==> src/rtl/pipe_gen.sv <==
// Scrolling pipe generator: moves one pipe across 16 columns, picks gap rows, counts passes.
// Define PIPE_GAP_RANDOM_EN to draw gaps from a 4-bit LFSR instead of the fixed 2,6,10,4 sequence.
module pipe_gen #(
  parameter int         GAP_SIZE  = 4,
  parameter logic [3:0] BIRD_X    = 4'd12,
  parameter logic [3:0] LFSR_SEED = 4'b1001
) (
  input  logic       clk,
  input  logic       reset,
  input  logic       Tick,
  input  logic       Run,
  input  logic       Hit,
  output logic [3:0] PipeX,
  output logic [3:0] GapY,
  output logic       PipeValid,
  output logic       Passed,
  output logic [7:0] PipeCount
);

  localparam logic [1:0] IDLE   = 2'd0;
  localparam logic [1:0] SCROLL = 2'd1;
  localparam logic [1:0] FROZEN = 2'd2;

  // The gap mapping only keeps gaps of up to 4 rows on screen; a zero seed would lock the LFSR.
  if (GAP_SIZE < 1 || GAP_SIZE > 4) begin : g_gap_size_check
    $error("pipe_gen: GAP_SIZE must be 1..4");
  end
  if (LFSR_SEED == 4'd0) begin : g_seed_check
    $error("pipe_gen: LFSR_SEED must be non-zero");
  end

  logic [1:0] state;
  logic [3:0] gap_src;
  logic       advance;

  function automatic logic [3:0] gap_map(input logic [3:0] src);
    return (src > 4'd12) ? (src - 4'd4) : src;
  endfunction

  function automatic logic [7:0] sat_inc(input logic [7:0] cnt);
    return (cnt == 8'hFF) ? cnt : (cnt + 8'd1);
  endfunction

  // Gap source steps exactly when a new gap is latched: on game start and on every wrap.
  assign advance = Run && ((state == IDLE) ||
                           (state == SCROLL && !Hit && Tick && PipeX == 4'd15));

`ifdef PIPE_GAP_RANDOM_EN
  logic [3:0] lfsr;

  always_ff @(posedge clk) begin
    if (reset) begin
      lfsr <= LFSR_SEED;
    end else if (advance) begin
      lfsr <= {lfsr[2:0], lfsr[3] ^ lfsr[2]};
    end
  end

  assign gap_src = lfsr;
`else
  logic [1:0] gap_idx;

  always_ff @(posedge clk) begin
    if (reset) begin
      gap_idx <= 2'd0;
    end else if (advance) begin
      gap_idx <= gap_idx + 2'd1;
    end
  end

  always_comb begin
    gap_src = 4'd2;
    case (gap_idx)
      2'd0: gap_src = 4'd2;
      2'd1: gap_src = 4'd6;
      2'd2: gap_src = 4'd10;
      2'd3: gap_src = 4'd4;
      default: gap_src = 4'd2;
    endcase
  end
`endif

  always_ff @(posedge clk) begin
    if (reset) begin
      state     <= IDLE;
      PipeX     <= 4'd0;
      GapY      <= 4'd0;
      Passed    <= 1'b0;
      PipeCount <= 8'd0;
    end else begin
      Passed <= 1'b0;
      case (state)
        IDLE: begin
          PipeX <= 4'd0;
          if (Run) begin
            state     <= SCROLL;
            GapY      <= gap_map(gap_src);
            PipeCount <= 8'd0;
          end
        end
        SCROLL: begin
          // Run drop beats Hit, and Hit beats Tick.
          if (!Run) begin
            state <= IDLE;
            PipeX <= 4'd0;
          end else if (Hit) begin
            state <= FROZEN;
          end else if (Tick) begin
            PipeX <= PipeX + 4'd1;
            if (PipeX == 4'd15) begin
              GapY <= gap_map(gap_src);
            end
            if (PipeX == BIRD_X) begin
              Passed    <= 1'b1;
              PipeCount <= sat_inc(PipeCount);
            end
          end
        end
        FROZEN: begin
          if (!Run) begin
            state <= IDLE;
            PipeX <= 4'd0;
          end
        end
        default: begin
          state <= IDLE;
          PipeX <= 4'd0;
        end
      endcase
    end
  end

  assign PipeValid = (state != IDLE);

endmodule

==> config.mk <==
export PLATFORM = sky130hd
export DESIGN_NAME = pipe_gen
export DESIGN_NICKNAME = d
export VERILOG_FILES = /design/src/rtl/pipe_gen.sv
export SDC_FILE = /design/constraint.sdc
export NUM_CORES = 1
export LEC_CHECK = 0
export CORE_ASPECT_RATIO = 0.7
export CORE_MARGIN = 2
export CORE_UTILIZATION = 50
export DETAILED_ROUTE_END_ITERATION = 8
export PLACE_DENSITY = 0.78
export SYNTH_ARGS = -nofsm -noshare
export SYNTH_HDL_FRONTEND = slang
export SYNTH_SLANG_ARGS = --single-unit
export TNS_END_PERCENT = 100
==> constraint.sdc <==
create_clock -name clk -period 2.1 [get_ports clk]
set_clock_uncertainty 0.2 [all_clocks]
set_input_delay 0.42 -clock clk [delete_from_list [all_inputs] [get_ports clk]]
set_output_delay 0.42 -clock clk [all_outputs]
set_load 0.02 [all_outputs]
* Yosys cells after proc, flatten, opt, wreduce, memory -nomap -nowiden *
Cells that the tools add are included.

word-level totals
  bits in registers = 21
  input port bits = 5
  output and inout port bits = 18
  logic and storage cells = 74

cells by class
  add/sub/neg operators = 4
  magnitude comparators = 1
  equal/unequal tests = 19
  muxes and demuxes = 26
  bitwise gates (word level) = 3
  reduce and logical (&&, ||, !) cells = 15

operators by type and width
  kind                   count
  $mux W8                6
  $mux W4                10
  $pmux W4 S2            2
  $pmux W4 S4            1
  $pmux W8 S2            1
  $ne A2 B2 Y1 const B   6
  $ne A3 B3 Y1 const B   3
  $add A8 B1 Y8 const B  1
  $eq A4 B4 Y1 const B   2
  $eq A8 B8 Y1 const B   1
  $mux W2                4
  $reduce_and A7 Y1      1
  $eq A2 B2 Y1 const B   3
  $pmux W2 S3            1
  $reduce_and A3 Y1      2
  $reduce_and A6 Y1      1
  $reduce_or A5 Y1       1
  $add A4 B1 Y4 const B  1
  $eq A2 B1 Y1 const B   2
  $gt A4 B4 Y1 const B   1
  $logic_and A1 B1 Y1    4
  $logic_not A2 Y1       2
  $ne A2 B1 Y1 const B   2
  $reduce_bool A2 Y1     2
  6 further kinds        8

* Longest topological paths before layout *
  depth in word-level cells = 9
  gate-level depth with buffers = 6
  mapped depth without buffers = 6

* Worst setup path after synthesis *
No wires, ideal clock.

  kind = register to register
  from = register PipeCount[0]
  to = register PipeCount[2]
  library setup time = 0.084 ns
  arrival time = 1.492 ns
  required time = 1.816 ns
  slack = 0.324 ns
  stages on the path, launching flop included = 6
  buffers on the path = 0
  clock period less this slack = 1.776 ns
  path through = dfxtp_1 ha_1 nand4_1 nor3_2 nor2_4 o31ai_2

on the way
  longest elaborated chain between the ends = 7

RTL lines
  what                    RTL line  source
  start, declared         17        output logic [7:0] PipeCount
  start signal, assigned  115       PipeCount <= sat_inc(PipeCount);
  $add A8 B1 Y8           41        return (cnt == 8'hFF) ? cnt : (cnt + 8'd1);
  $mux W8                 41
  $mux W8                 113       if (PipeX == BIRD_X) begin
  $mux W8                 108       end else if (Tick) begin
  $mux W8                 106       end else if (Hit) begin
  $mux W8                 103       if (!Run) begin
  $pmux W8 S2             92        case (state)

Several ways; a longest one is shown, not always the timed one. The select of a mux whose other input is x is not followed.
A chain may end at the register's enable or synchronous reset.

* Worst setup path in the final report *
  from = register PipeX[0]
  to = output PipeX[0]

RTL lines
  what                    RTL line  source
  start, declared         13        output logic [3:0] PipeX,
  start signal, assigned  109       PipeX <= PipeX + 4'd1;

No word-level cell between the ends.

==> qor.txt <==
Synth Area in Compound Gates: 0.231
drt pass-1 iters: 5
clock sink count: 20
Top-Level Pins: 23
fillcell total: 190
share of cells above drive strength 1: 0.132
WL final: 2660 um
# rows: 14
Final GP Congestion: 0.841
worst min-delay path category: reg2reg
GRT Util Overall: 0.220
top_reg_cell synth: dfxtp_1
Nets: 180
Synth top area share: 0.343
Post-Synth Adder-Cell Area: 0.0751
EDFF count, synth: 0
Synth cell types: 43
worst-path fanout max: 6
height of the die: 44.4 um
Crit. End Element: output pin
GR peak layer: met1
Mapped Cells: 137
Max Fclk: 0.497 GHz
simple-gate share of the synthesized area: 0.279
met3 Track Usage GR: 0.0643
net switching power: 0.191 mW
syn_area_per_cell: 8.51 um2
CP startpoint kind: flip-flop
vias in the first global route: 1,002
Slew Viols, Final: 0
Tmin final: 2.01 ns
crit path kind: reg2out
Gate power share: 0.151
most frequent cells in the layout: 20 x dfxtp_1, 17 x clkdlybuf4s50_1, 11 x nand3_1
P&R area growth vs syn: 29.0%
unrepaired setup endpoints after global routing: no
critical path's slowest cell: clkdlybuf4s50_1
Iter 0 DRT Violations: 62
post-route insts no fill: 199
Critical path buffers and inverters: 1
Max IR drop VDD: 0.570 mV
synthesis warning total: 0
post-synthesis sequential area ratio: 0.343
Leakage: 0.616 nW
max-cap violations: 0
critical path arrival: 1.39 ns
global-route wire length before repair: 4440 um
CTS buffer count: 3
total gr overflow: 0
TritonCTS clock tree: built
drc violations: 0
CP delay by family, top: buffers and inverters
critical path's largest stage delay: 0.64 ns
top post-synthesis cells by area: dfxtp_1 34%, ha_1 7.5%, nand3_1 4.7%
sequential share of power: 0.541
area leader, netlist: dfxtp_1
post-synth net total: 149
Via density: 5.59
mux contribution to synthesized area: 0.0172
antenna violations before repair: 0
Placed Cells: 195
Period Utilization, post-route: 0.958
Die Wd: 61.7 um
Initial Utilization: 0.537
Pint: 0.544 mW
met2 Usage GRT: 0.320
CTS clk-pin slew, worst paths: 0.12 ns
Final Cell Area: 1500 um2
diode count: 0
vias after detailed routing: 1,112
dpl cell area: 1460 um2
H-tree Lvls: 1
clock network fraction of design power: 0.308
core area: 2170 um2
Final Hold Vio Count: 0
drt wl/cell: 13.4 um
clock root cell: clkbuf_4
post-synthesis async set-or-reset flop share: 0
setup violators final: 0
Net Sw Frac: 0.260
outcome: completed
GR Util met1: 0.327
pwr dens: 489 nW/um2
xor/xnor share of the synthesized area: 0
clock buffer depth: 2
die area: 2740 um2
detailed-placement wirelength estimate: 2000 um
commonest non-fill, non-tap cell in the layout: dfxtp_1
Post-Synthesis Cell Area: 1170 um2
Port Buffers: 21
CTS hold repair buffers: 0
crit-path cells: clkdlybuf4s50_1
CP required: 1.48 ns
post-synthesis register bit count: 20
final worst slack: 0.0875 ns
largest family of logic cells by synthesized area: simple AND/OR/NAND/NOR gates
Util after Layout: 0.692
Final ANT Viol Nets: 0
Worst-Skew Late Latency: 0.30 ns
pre-CTS setup slack: -0.0550 ns
largest net degree at the start of global routing: 20
-- power groups by stage --
stage	logic, mW	registers (mW)	clock network [mW]
floorplan	0.0684	0.408	0
global placement	0.109	0.405	0
detailed placement	0.112	0.406	0
CTS	0.112	0.398	0.237
global route	0.121	0.400	0.255
finish	0.111	0.398	0.226
-- sequential cells by signal, indices dropped and copies added, names as in the netlist --
register,cells
PipeCount,8
gap_idx,2
PipeX,4
Passed,1
state,2
GapY,3
-- stage by stage --
| stage | total power [mW] | setup TNS, ns | hold slack (ns) |
|---|---|---|---|
| 3_3_place_gp | 0.515 | -0.00260 | 0.286 |
| 3_5_place_dp | 0.519 | -0.0905 | 0.297 |
| 4_1_cts | 0.747 | 0 | 0.321 |
| 6_report | 0.735 | 0 | 0.315 |
| 5_1_grt | 0.776 | 0 | 0.359 |
| 2_1_floorplan | 0.477 | 0 | 0.252 |
-- path summary, 6_finish.rpt --
| kind | cells past startpoint | startpoint | slack, ns | end |
|---|---|---|---|---|
| worst max-delay path | 1 | PipeX[0] | 0.09 | PipeX[0] |
| worst min-delay path | 2 | GapY[3] | 0.32 | GapY[3] |
| worst max register to register | 5 | PipeCount[0] | 0.22 | PipeCount[2] |
| worst min register to register | 2 | GapY[3] | 0.32 | GapY[3] |
-- cells by family after synthesis --
group / Yosys count
buffers and inverters: 13
adders and majority gates: 7
other: 1
AOI/OAI and AO/OA: 40
muxes: 2
and+or+nand+nor: 54
DFF: 20
-- metal layers --
metal / share of wire / routed length (um)
met3: 0.055 / 147
met2: 0.44 / 1160
met5: 0 / 0
met1: 0.51 / 1350
met4: 0 / 0
-- synth_stat cells, types with 2 or more instances --
cell type and instances:
o22ai_1 3, o211ai_1 2, nand4_1 2, buf_4 3, nand2b_1 7, clkbuf_1 2, nor2_1 5, mux2i_1 2
inv_1 8, nand3_1 11, nor2b_1 5, o21ai_0 4, dfxtp_1 20, nand2_1 8, ha_1 7, a32oi_1 2
and2b_1 2, a21oi_1 9, o21ai_1 6, nor3_1 4, a211oi_1 3
-- final cells by class --
class,count,area (um2),area share
multi-input combinational,104,706,0.469
tap,32,40.0,0.0266
clock buffer,4,36.3,0.0241
timing repair buffer,31,292,0.194
sequential,20,400,0.266
inverter,8,30.0,0.0200
-- what timing repair did --
action	CTS	global route
setup endpoints to repair	1	3
setup buffers	0	0
gates cloned	0	0
gates resized for setup	1	3
Note: power is estimated with default switching activity, not from simulation.
